--- src/rtl/bexkat1_ifetch_pkg.sv ---
// Shared types and defaults for the bexkat1 instruction fetch unit.
// Queue entries carry the widest supported pc; the top narrows it to ADDR_W.
package bexkat1_ifetch_pkg;

    localparam int DEFAULT_ADDR_W = 15;
    localparam int DEFAULT_DEPTH  = 4;
    localparam int MAX_ADDR_W     = 32;

    typedef enum logic [1:0] {
        S_IDLE  = 2'd0,
        S_BUS   = 2'd1,
        S_DRAIN = 2'd2
    } state_t;

    typedef struct packed {
        logic [MAX_ADDR_W-1:0] pc;
        logic [31:0]           ins;
    } fetch_entry_t;

endpackage

--- src/rtl/bexkat1_ifetch_fifo.sv ---
// Instruction queue: synchronous push/pop/flush with a registered head entry.
// The head register is loaded from storage or the incoming word; nothing bypasses to the output combinationally.
module bexkat1_ifetch_fifo
    import bexkat1_ifetch_pkg::*;
#(
    parameter int DEPTH = DEFAULT_DEPTH,
    localparam int PTR_W = $clog2(DEPTH),
    localparam int CNT_W = PTR_W + 1
) (
    input  logic             clk_i,
    input  logic             rst_i,
    input  logic             flush,
    input  logic             push,
    input  fetch_entry_t     push_entry,
    input  logic             pop,
    output logic [CNT_W-1:0] count,
    output fetch_entry_t     head
);

    fetch_entry_t     mem [DEPTH];
    logic [PTR_W-1:0] rd_ptr_reg;
    logic [PTR_W-1:0] wr_ptr_reg;
    logic [CNT_W-1:0] count_reg;
    fetch_entry_t     head_reg;
    logic             do_push;
    logic             do_pop;
    logic [DEPTH-1:0] slot_we;

    assign do_pop  = pop && (count_reg != '0) && !flush;
    assign do_push = push && !flush && ((count_reg != CNT_W'(DEPTH)) || do_pop);

    genvar gi;
    generate
        for (gi = 0; gi < DEPTH; gi++) begin : g_slot_we
            assign slot_we[gi] = do_push && (wr_ptr_reg == PTR_W'(gi));
        end
    endgenerate

    always_ff @(posedge clk_i) begin
        for (int i = 0; i < DEPTH; i++) begin
            if (slot_we[i]) begin
                mem[i] <= push_entry;
            end
        end
    end

    always_ff @(posedge clk_i) begin
        if (rst_i || flush) begin
            rd_ptr_reg <= '0;
            wr_ptr_reg <= '0;
            count_reg  <= '0;
            head_reg   <= '0;
        end else begin
            if (do_push) begin
                wr_ptr_reg <= wr_ptr_reg + PTR_W'(1);
            end
            if (do_pop) begin
                rd_ptr_reg <= rd_ptr_reg + PTR_W'(1);
            end
            count_reg <= count_reg + CNT_W'(do_push) - CNT_W'(do_pop);
            // Next head is either the already-stored successor or the word arriving into an (about to be) empty queue.
            if (do_pop && (count_reg > CNT_W'(1))) begin
                head_reg <= mem[rd_ptr_reg + PTR_W'(1)];
            end else if (do_push && ((count_reg == '0) || do_pop)) begin
                head_reg <= push_entry;
            end
        end
    end

    assign count = count_reg;
    assign head  = head_reg;

endmodule

--- src/rtl/bexkat1_ifetch.sv ---
// Read-only Wishbone fetch master feeding an instruction queue, one outstanding transfer at a time.
// A redirect during an unacked transfer drains that transfer before fetching from the new pc.
module bexkat1_ifetch
    import bexkat1_ifetch_pkg::*;
#(
    parameter int                ADDR_W   = DEFAULT_ADDR_W,
    parameter int                DEPTH    = DEFAULT_DEPTH,
    parameter logic [ADDR_W-1:0] RESET_PC = '0
) (
    input  logic              clk_i,
    input  logic              rst_i,
    output logic              cyc_o,
    output logic              stb_o,
    output logic              we_o,
    output logic [3:0]        sel_o,
    output logic [ADDR_W-1:0] adr_o,
    input  logic [31:0]       dat_i,
    input  logic              ack_i,
    output logic              ins_valid_o,
    output logic [31:0]       ins_o,
    output logic [ADDR_W-1:0] ins_pc_o,
    input  logic              ins_ready_i,
    input  logic              redirect_i,
    input  logic [ADDR_W-1:0] redirect_pc_i
);

    localparam int CNT_W = $clog2(DEPTH) + 1;

    state_t            state_reg;
    state_t            state_next;
    logic [ADDR_W-1:0] fetch_pc_reg;
    logic [ADDR_W-1:0] fetch_pc_next;
    logic [ADDR_W-1:0] fetch_pc_inc;
    logic [ADDR_W-1:0] adr_reg;
    logic [ADDR_W-1:0] adr_next;
    logic              cyc_reg;
    logic [CNT_W-1:0]  count;
    logic [CNT_W-1:0]  count_next;
    logic              push;
    logic              pop;
    logic              has_room;
    logic              ins_valid;
    fetch_entry_t      push_entry;
    fetch_entry_t      head;

    assign ins_valid    = (count != '0);
    assign push         = (state_reg == S_BUS) && ack_i && !redirect_i;
    assign pop          = ins_valid && ins_ready_i && !redirect_i;
    assign count_next   = count + CNT_W'(push) - CNT_W'(pop);
    assign has_room     = (count_next < CNT_W'(DEPTH));
    assign fetch_pc_inc = fetch_pc_reg + ADDR_W'(1);
    assign push_entry   = '{pc: MAX_ADDR_W'(fetch_pc_reg), ins: dat_i};

    always_comb begin
        state_next    = state_reg;
        fetch_pc_next = fetch_pc_reg;
        adr_next      = adr_reg;
        unique case (state_reg)
            S_IDLE: begin
                if (redirect_i) begin
                    fetch_pc_next = redirect_pc_i;
                end else if (has_room) begin
                    state_next = S_BUS;
                    adr_next   = fetch_pc_reg;
                end
            end
            S_BUS: begin
                if (redirect_i) begin
                    fetch_pc_next = redirect_pc_i;
                    // An acked word is simply dropped; an unacked one must still be waited out.
                    state_next    = ack_i ? S_IDLE : S_DRAIN;
                end else if (ack_i) begin
                    fetch_pc_next = fetch_pc_inc;
                    if (has_room) begin
                        adr_next = fetch_pc_inc;
                    end else begin
                        state_next = S_IDLE;
                    end
                end
            end
            S_DRAIN: begin
                if (redirect_i) begin
                    fetch_pc_next = redirect_pc_i;
                end
                if (ack_i) begin
                    state_next = S_IDLE;
                end
            end
            default: begin
                state_next = S_IDLE;
            end
        endcase
    end

    always_ff @(posedge clk_i) begin
        if (rst_i) begin
            state_reg    <= S_IDLE;
            fetch_pc_reg <= RESET_PC;
            adr_reg      <= RESET_PC;
            cyc_reg      <= 1'b0;
        end else begin
            state_reg    <= state_next;
            fetch_pc_reg <= fetch_pc_next;
            adr_reg      <= adr_next;
            cyc_reg      <= (state_next != S_IDLE);
        end
    end

    bexkat1_ifetch_fifo #(
        .DEPTH(DEPTH)
    ) u_fifo (
        .clk_i     (clk_i),
        .rst_i     (rst_i),
        .flush     (redirect_i),
        .push      (push),
        .push_entry(push_entry),
        .pop       (pop),
        .count     (count),
        .head      (head)
    );

    assign cyc_o       = cyc_reg;
    assign stb_o       = cyc_reg;
    assign we_o        = 1'b0;
    assign sel_o       = 4'hf;
    assign adr_o       = adr_reg;
    assign ins_valid_o = ins_valid;
    assign ins_o       = head.ins;
    assign ins_pc_o    = ADDR_W'(head.pc);

endmodule
--- config.mk ---
export PLATFORM = sky130hd
export DESIGN_NAME = bexkat1_ifetch
export DESIGN_NICKNAME = d
export VERILOG_FILES = /design/src/rtl/bexkat1_ifetch_pkg.sv /design/src/rtl/bexkat1_ifetch_fifo.sv /design/src/rtl/bexkat1_ifetch.sv
export SDC_FILE = /design/constraint.sdc
export NUM_CORES = 1
export LEC_CHECK = 0
export ABC_AREA = 1
export CAP_MARGIN = 20
export CORE_MARGIN = 2
export CORE_UTILIZATION = 41
export DETAILED_ROUTE_END_ITERATION = 12
export GPL_ROUTABILITY_DRIVEN = 0
export MAX_ROUTING_LAYER = met4
export PLACE_DENSITY = 0.57
export SLEW_MARGIN = 20
export SYNTH_ARGS = -nofsm -noshare
export SYNTH_HDL_FRONTEND = slang
export SYNTH_SLANG_ARGS = --single-unit
--- constraint.sdc ---
create_clock -name clk_i -period 10.8 [get_ports clk_i]
set_clock_uncertainty 0.05 [all_clocks]
set_input_delay 2.16 -clock clk_i [delete_from_list [all_inputs] [get_ports clk_i]]
set_output_delay 2.16 -clock clk_i [all_outputs]
set_load 0.01 [all_outputs]
==> flow_metrics.tcl, run 1 <==
set metrics [dict create \
    max_stage_delay_ns 0.74 \
    synth_commonest_cells "nand2_1 (302), edfxtp_1 (188), o21ai_0 (99)" \
    synth_area_um2 11500 \
    wl_um 28500 \
    core_um2 27700 \
    hp-class "flip-flop to flip-flop" \
    synth.area.top_cells "edfxtp_1 (49%), dfxtp_1 (15%), nand2_1 (9.9%), o21ai_0 (4.3%), a21oi_1 (3.7%)" \
    die_h_um 172 \
    largest_register_ff_count 188 \
    drive_gt1_share_pct 6.24 \
    finalHoldViolations 0 \
    yosys_warnings 0 \
    clk_latency_ns 0.56 \
    synth_largest_area_cell "edfxtp_1" \
    cts_sinks 275 \
    antenna_found_initial 0 \
    clockBufferDepth 3 \
    cts_made_buffers 29 \
    antenna_cells 0 \
    worst_setup_path_start_kind "input pin" \
    cpMaxStageDelayCell "nand2_2" \
    worstMarginPinSlew_ns 0.929 \
    grt_max_degree 62 \
    fillers 2530 \
    drtPass1Iterations 5 \
    synth.most_common_cell "nand2_1" \
    arrival_ns 5.43 \
    num-nets-final 1291 \
    dieArea_um2 29400 \
    overflow 0 \
    postSynthCellCount 1132 \
    clk_pin_slew_worst_paths_ns 0.06 \
    synth.top_cell.area_share_pct 49.1 \
    htreeDepth 1 \
    synthFlopType "edfxtp_1" \
    start_util_pct 41.5 \
    min_period_ns 5.04 \
    die_width_um 172 \
    cts_hold_buf 0 \
    io_pins 122 \
    cts_root_buf "clkbuf_16" \
    drv_slew 0 \
    worst_slack_ns 5.76 \
    cp_max_fo 34 \
    setup_tns_ns 0 \
    slew_headroom_pct 37.8 \
    cp-end-kind "flip-flop" \
    stdcell_count 1627 \
    worst_ep_required_time_ns 11.19 \
    cp.buffers_inverters 3 \
    power.leakage_nw 5.23 \
    seq_area_frac_synth_pct 64.2 \
    viasPerCell 5.15 \
    max_freq_mhz 199 \
    drt-initial-drc-count 575 \
    ir_drop_mv 0.0965 \
    ys_types 38 \
    syn_to_final_growth_pct 20.9 \
    drc 0 \
    cp_top_family "simple AND/OR/NAND/NOR gates" \
    setup_viol 0 \
    post-place-cells 1574 \
    cts_setup_buffers 0 \
    ys_ff_latch 275 \
    final_antenna_net_count 0 \
    total_power_mw 2.28 \
    wl_per_cell_um 17.5 \
    grt_usage_pct 20.2 \
    num_rows 61 \
    path_class "input pin to flip-flop" \
    p_per_area_nw_per_um2 164 \
    pre_cts_slack_ns 5.15 \
    grt_first_pass_wirelength_um 44900 \
    cap_violations 0 \
    worstPathCellList "clkdlybuf4s50_1 -> o21ai_2 -> nand2_2 -> nand2_2 -> inv_2 -> nand2_1 -> nand3_1 -> nand2_1 -> inv_1" \
    period_share_pct 46.6 \
    async_flop_share_pct 0 \
    vias 8375 \
    postSynthAreaPerCell_um2 10.2 \
    synth_edf_count 188 \
    dp_hpwl_um 16200 \
    cts_tree "done" \
    rsz0062_at_grt "no" \
    status "complete, no violations" \
    grt_pass1_vias 8180 \
    io_buffers 116 \
    cts_resized 0 \
]
cell type report:
class | instances | area [µm²] | area share [%]
Multi-Input combinational cell | 719 | 3570 | 25.6
Clock buffer | 38 | 769 | 5.53
Tap cell | 378 | 473 | 3.40
Sequential cell | 275 | 7390 | 53.1
Clock inverter | 15 | 185 | 1.33
Inverter | 75 | 282 | 2.02
Timing Repair Buffer | 127 | 1240 | 8.94
layout by cell type (no fill, tap or decap), types with 29 or more instances in the layout:
| cell type | netlist | routed |
|---|---|---|
| inv_1 | 68 | 68 |
| o21ai_0 | 99 | 99 |
| a21oi_1 | 86 | 86 |
| edfxtp_1 | 188 | 188 |
| clkdlybuf4s50_1 | 0 | 116 |
| nor2_1 | 51 | 46 |
| nand2_1 | 302 | 302 |
| dfxtp_1 | 87 | 87 |
| nand3_1 | 65 | 65 |
| clkbuf_16 | 0 | 29 |
path summary, 6_finish.rpt:
kind,slack (ns),to,from,cells after the start
min reg2reg,0.42,adr_o[0],adr_o[0],2
max,5.76,u_fifo.head[35],redirect_i,9
min,0.42,adr_o[0],adr_o[0],2
max reg2reg,7.70,u_fifo.head[35],u_fifo.count[1],10
per-layer routing:
metal  track usage, %  vias to the layer above  routed length, µm
li1                 -                     4079                  -
met1             27.0                     3992              13000
met2             32.8                      259              13400
met3             2.78                       45               1490
met4             5.05                        0                568
met5                -                        -                  0
power by group:
part	internal [mW]	switching [mW]
sequential	1.14	0.0200
clock	0.597	0.405
combinational	0.0479	0.0660
total	1.79	0.491
kinds of logic (layout without fill, tap and decap cells):
group                    Yosys count  count (layout)  synth area share, %
AO/OA/AOI/OAI                    234             234                 11.3
XOR/XNOR                           8               8                0.609
adder cells (fa/ha/maj)           12              12                 1.37
buffers and inverters            141             255                 5.26
flip-flops                       275             275                 64.2
multiplexers                       9               9                0.783
other                              2               5               0.0653
AND/OR/NAND/NOR                  451             451                 16.4
worst min-delay path: stages (launching register included):
cell,delay [ns]
dfxtp_1,0.31
nand2_1,0.06
a21oi_1,0.05
through the flow:
stage	util, %	area [µm²]	hold slack, ns
global placement	46.8	13000	0.408
CTS	50.2	13900	0.419
finish	50.2	13900	0.417
detailed placement	46.8	13000	0.408
floorplan	-	11500	0.405
global route	50.2	13900	0.450
No activity file was read; power rests on OpenSTA's default activity.
==> run 2, diff against run 1 <==
PLACE_DENSITY = 0.59   (was 0.57)
clock period = 4.49 ns   (was 10.8 ns; I/O delays follow)
==> run 2 against run 1 <==
Against the previous run:
- largest cell class unchanged
- via count is 0.36% lower
- die area unchanged
- non-clock buffer count is 8 higher
- sequential power is 140% higher
- sequential cell count unchanged
- critical endpoint is now u_fifo.head[37]
- combinational power grew 140%
- setup slack got worse by 4.4 ns
- routed wire length shrank 3.6%
- sequential share of layout area shrank 0.92 points
- total power rose to 2.5 times the previous value
==> flow_metrics.tcl, run 2 (synthesis gave the netlist of run 1 again) <==
set metrics [dict create \
    worstPathCellList "clkdlybuf4s50_1 -> nor2_4 -> inv_2 -> nor2_8 -> nand2_2 -> buf_4 -> nand2_2 -> inv_2 -> nand2_1 -> nand3_1 -> nand2_1 -> inv_1" \
    overflow 0 \
    cp_max_fo 34 \
    cp_top_family "simple AND/OR/NAND/NOR gates" \
    status "complete, no violations" \
    post-place-cells 1582 \
    period_share_pct 69.7 \
    htreeDepth 1 \
    arrival_ns 3.51 \
    p_per_area_nw_per_um2 411 \
    vias 8345 \
    path_class "input pin to flip-flop" \
    pre_cts_slack_ns 0.789 \
    cts_root_buf "clkbuf_16" \
    cts_sinks 275 \
    total_power_mw 5.81 \
    cts_tree "done" \
    hp-class "flip-flop to flip-flop" \
    drtPass1Iterations 6 \
    cts_made_buffers 30 \
    clk_pin_slew_worst_paths_ns 0.06 \
    cap_violations 0 \
    antenna_cells 0 \
    grt_pass1_vias 8091 \
    die_h_um 172 \
    largest_register_ff_count 188 \
    cpMaxStageDelayCell "clkdlybuf4s50_1" \
    dr_wl_met2_um 12600 \
    max_freq_mhz 320 \
    worstMarginPinSlew_ns 1.05 \
    worst_slack_ns 1.36 \
    drv_slew 0 \
    wl_met3_um 1570 \
    dieArea_um2 29400 \
    fin_area_um2 14200 \
    ir_drop_mv 0.277 \
    worst_setup_path_start_kind "input pin" \
    wl_per_cell_um 16.7 \
    setup_viol 0 \
    start_util_pct 41.5 \
    drt-met1-wl_um 12700 \
    die_width_um 172 \
    min-delay-start "adr_o[3]" \
    grt_max_degree 62 \
    cts_setup_buffers 0 \
    final_cell_mix "nand2_1 (302), edfxtp_1 (188), clkdlybuf4s50_1 (116)" \
    reg2reg_from "u_fifo.count[1]" \
    cp.buffers_inverters 5 \
    fin_util_pct 51.1 \
    place_area_um2 13000 \
    drive_gt1_share_pct 7.54 \
    cp-end-kind "flip-flop" \
    min_period_ns 3.13 \
    io_buffers 116 \
    stdcell_count 1638 \
    grt_first_pass_wirelength_um 44100 \
    slew_headroom_pct 29.9 \
    clk_latency_ns 0.55 \
    layout_commonest_cell "nand2_1" \
    finalHoldViolations 0 \
    io_pins 122 \
    setup_tns_ns 0 \
    drc 0 \
    rsz0062_at_grt "no" \
    viasPerCell 5.09 \
    syn_to_final_growth_pct 23.0 \
    num_rows 61 \
    clockBufferDepth 3 \
    wl_um 27400 \
    cp-startpoint "redirect_i" \
    num-nets-final 1300 \
    max_stage_delay_ns 0.60 \
    core_um2 27700 \
    final_antenna_net_count 0 \
    highest_layer "met4" \
    drt-initial-drc-count 617 \
    dp_hpwl_um 16800 \
    cts_hold_buf 0 \
    antenna_found_initial 0 \
    grt_usage_pct 19.4 \
    cts_resized 0 \
    power.leakage_nw 5.35 \
    worst_ep_required_time_ns 4.87 \
    worst_hold_slack_ns 0.418 \
]
-- run 2: worst paths after layout --
path                     endpoint  slack (ns)  cells after the start
setup / recovery  u_fifo.head[37]        1.36                     12
setup reg to reg  u_fifo.head[37]        1.84                     11
hold reg to reg          adr_o[3]        0.42                      2
hold / removal           adr_o[3]        0.42                      2
-- run 2: worst min-delay path, cell delays in order, from the launching register on --
cell	delay, ns
dfxtp_1	0.31
nand2_1	0.06
a21oi_1	0.06
-- run 2: routing by layer --
metal  track usage (%)  vias to the layer above
met2              31.1                      250
met4              4.53                        0
li1                  -                     4092
met5                 -                        -
met3              2.88                       35
met1              26.3                     3968
-- run 2: final cells by class --
cell class                      instances  area (µm²)
Multi-Input combinational cell        719        3570
Timing Repair Buffer                  135        1320
Clock inverter                         14         259
Clock buffer                           42         867
Fill cell                            2492       13600
Inverter                               75         282
Tap cell                              378         473
Sequential cell                       275        7390
-- run 2: power breakdown --
| part | switching (mW) | internal [mW] | leakage, nW | total, mW |
|---|---|---|---|---|
| logic | 0.159 | 0.117 | 2.38 | 0.275 |
| clock network | 0.989 | 1.75 | 0.549 | 2.74 |
| registers | 0.0481 | 2.75 | 2.42 | 2.80 |
==> run 3, diff against run 2 <==
clock period = 2.6 ns   (was 4.49 ns; I/O delays follow)
==> run 3 against run 2 <==
Against the previous run:
- sequential cell count did not move
- critical path depth rose by 6
- non-clock buffer count is 25 higher
- sequential share of layout area is 0.30 points lower
- sequential power is 72% higher
- register-to-register slack got worse by 1.5 ns
- first-iteration DRC count is 3.9% lower
- count of clock-buffer cells in the layout decreased by 1
- total power is 60% higher
- combinational power up 89%
- critical path type unchanged
- largest power group unchanged
==> flow_metrics.tcl, run 3 (synthesis gave the netlist of run 1 again) <==
set metrics [dict create \
    cts_made_buffers 29 \
    grt_usage_pct 19.9 \
    vias 8419 \
    layout_commonest_cell "nand2_1" \
    reg2regPathDepth 17 \
    cp.buffers_inverters 5 \
    whs_endpoint "adr_o[8]" \
    worstMarginPinSlew_ns 0.929 \
    path_class "input pin to flip-flop" \
    dieArea_um2 29400 \
    min_period_ns 2.32 \
    grt_pass1_vias 8121 \
    cp_top_family "simple AND/OR/NAND/NOR gates" \
    ff2ff_setup_slack_ns 0.31 \
    io_pins 122 \
    die_h_um 172 \
    drt-initial-drc-count 593 \
    cts_tree "done" \
    dp_hpwl_um 17000 \
    clk_pin_slew_worst_paths_ns 0.07 \
    antenna_cells 0 \
    setup_tns_ns 0 \
    io_buffers 116 \
    worst_ep_required_time_ns 3.02 \
    fin_area_um2 14200 \
    slew_headroom_pct 38.0 \
    wl_um 28300 \
    final_antenna_net_count 0 \
    place_area_um2 13300 \
    num-nets-final 1324 \
    reg2reg_from "u_fifo.count[2]" \
    antenna_found_initial 0 \
    status "complete, no violations" \
    wl_per_cell_um 17.0 \
    p_per_area_nw_per_um2 652 \
    drive_gt1_share_pct 8.89 \
    r2r-end "adr_o[7]" \
    worstPathCellList "clkdlybuf4s50_1 -> inv_1 -> a21oi_1 -> nand2_1 -> inv_1 -> ha_1 -> inv_1 -> ha_1 -> inv_1 -> nor2_1 -> nand3_2 -> nand2_1 -> nand2_1 -> nand2_2 -> nand2_4 -> nand2_1 -> nand2_1 -> nor2_1" \
    grt_first_pass_wirelength_um 44300 \
    cp-end-kind "flip-flop" \
    clk_latency_ns 0.54 \
    cp_max_fo 17 \
    worst_setup_path_start_kind "input pin" \
    max_freq_mhz 431 \
    drv_slew 0 \
    path_common_cell "nand2_1" \
    start_util_pct 41.5 \
    min-delay-start "adr_o[8]" \
    overflow 0 \
    grt_max_degree 52 \
    period_share_pct 89.3 \
    final_cell_mix "nand2_1 (302), edfxtp_1 (188), clkdlybuf4s50_1 (116)" \
    cts_root_buf "clkbuf_16" \
    cpMaxStageDelayCell "clkdlybuf4s50_1" \
    holdPathStages 2 \
    post-place-cells 1607 \
    drc 0 \
    viasPerCell 5.07 \
    finalHoldViolations 0 \
    max_stage_delay_ns 0.45 \
    syn_to_final_growth_pct 23.7 \
    num_rows 61 \
    setup_viol 0 \
    cts_sinks 275 \
    die_width_um 172 \
    ir_drop_mv 0.563 \
    clockBufferDepth 3 \
    drtPass1Iterations 5 \
    fillers 2515 \
    rsz0062_at_grt "no" \
    stdcell_count 1661 \
    largest_register_ff_count 188 \
    core_um2 27700 \
    cap_violations 0 \
    power.leakage_nw 5.40 \
    htreeDepth 1 \
    hp-class "flip-flop to flip-flop" \
    arrival_ns 2.75 \
]
-- run 3: cell types whose count changed in the layout (fill, tap and decap cells not counted) --
cell | before | now
clkinv_1 | 0 | 5
clkinv_2 | 3 | 5
dfxtp_1 | 87 | 86
dfxtp_2 | 0 | 1
clkbuf_16 | 31 | 29
buf_12 | 1 | 9
clkinv_4 | 2 | 0
clkbuf_8 | 5 | 6
buf_4 | 18 | 35
bufinv_16 | 7 | 1
-- run 3: worst max path at each step --
stage                       end             from  slack, ns  cells past startpoint
2_1_floorplan  u_fifo.mem[0][0]      ins_ready_i      -0.16                      6
3_3_place_gp           adr_o[5]      ins_ready_i      -0.17                     17
3_5_place_dp           adr_o[7]      ins_ready_i      -0.29                     18
4_1_cts                adr_o[7]  u_fifo.count[1]       0.24                     17
5_1_grt               adr_o[13]  u_fifo.count[2]       0.05                     17
6_report               adr_o[7]      ins_ready_i       0.28                     18
-- run 3: layout make-up --
type | count | area (µm²) | area share [%]
clock inverter | 13 | 90.1 | 0.633
multi-input combinational | 719 | 3570 | 25.1
clock buffer | 41 | 831 | 5.84
tap | 378 | 473 | 3.32
sequential | 275 | 7390 | 51.9
inverter | 75 | 282 | 1.98
timing repair buffer | 160 | 1600 | 11.3
-- run 3: through the flow --
stage               hold WS (ns)  utilization (%)  worst slack (ns)  power [mW]
finish                     0.425             51.4             0.278        9.29
detailed placement         0.416             48.1            -0.291        5.43
CTS                        0.429             51.4             0.241        9.37
global route               0.452             51.4            0.0460        9.60
floorplan                  0.405                -            -0.157        5.15
global placement           0.414             48.1            -0.175        5.43
-- run 3: timing repair --
| item | in CTS | in global routing |
|---|---|---|
| hold endpoints to repair | 0 | 0 |
| endpoints found under the setup margin | 0 | 1 |
| setup buffers | 0 | 0 |
| gates resized for setup | 0 | 1 |
| hold buffers | 0 | 0 |
-- run 3: worst register-to-register path, cell delays in order, from the launching register on --
cell     delay [ns]
dfxtp_1        0.35
inv_1          0.08
a21oi_1        0.18
nand2_1        0.10
inv_1          0.06
ha_1           0.13
inv_1          0.04
ha_1           0.26
inv_1          0.03
nor2_1         0.10
nand3_2        0.10
nand2_1        0.09
nand2_1        0.07
nand2_2        0.17
nand2_4        0.16
nand2_1        0.09
nand2_1        0.05
nor2_1         0.11
-- run 3: report_power, final --
| part | total (mW) | internal (mW) | switching [mW] |
|---|---|---|---|
| logic | 0.520 | 0.225 | 0.295 |
| clock network | 3.95 | 2.31 | 1.64 |
| registers | 4.82 | 4.75 | 0.0750 |
-- run 3: routing by layer --
layer / GRT usage [%] / routed length [µm]
met1: 27.4 / 13200
met2: 31.8 / 13000
met3: 2.60 / 1580
met4: 4.24 / 431
met5: - / 0
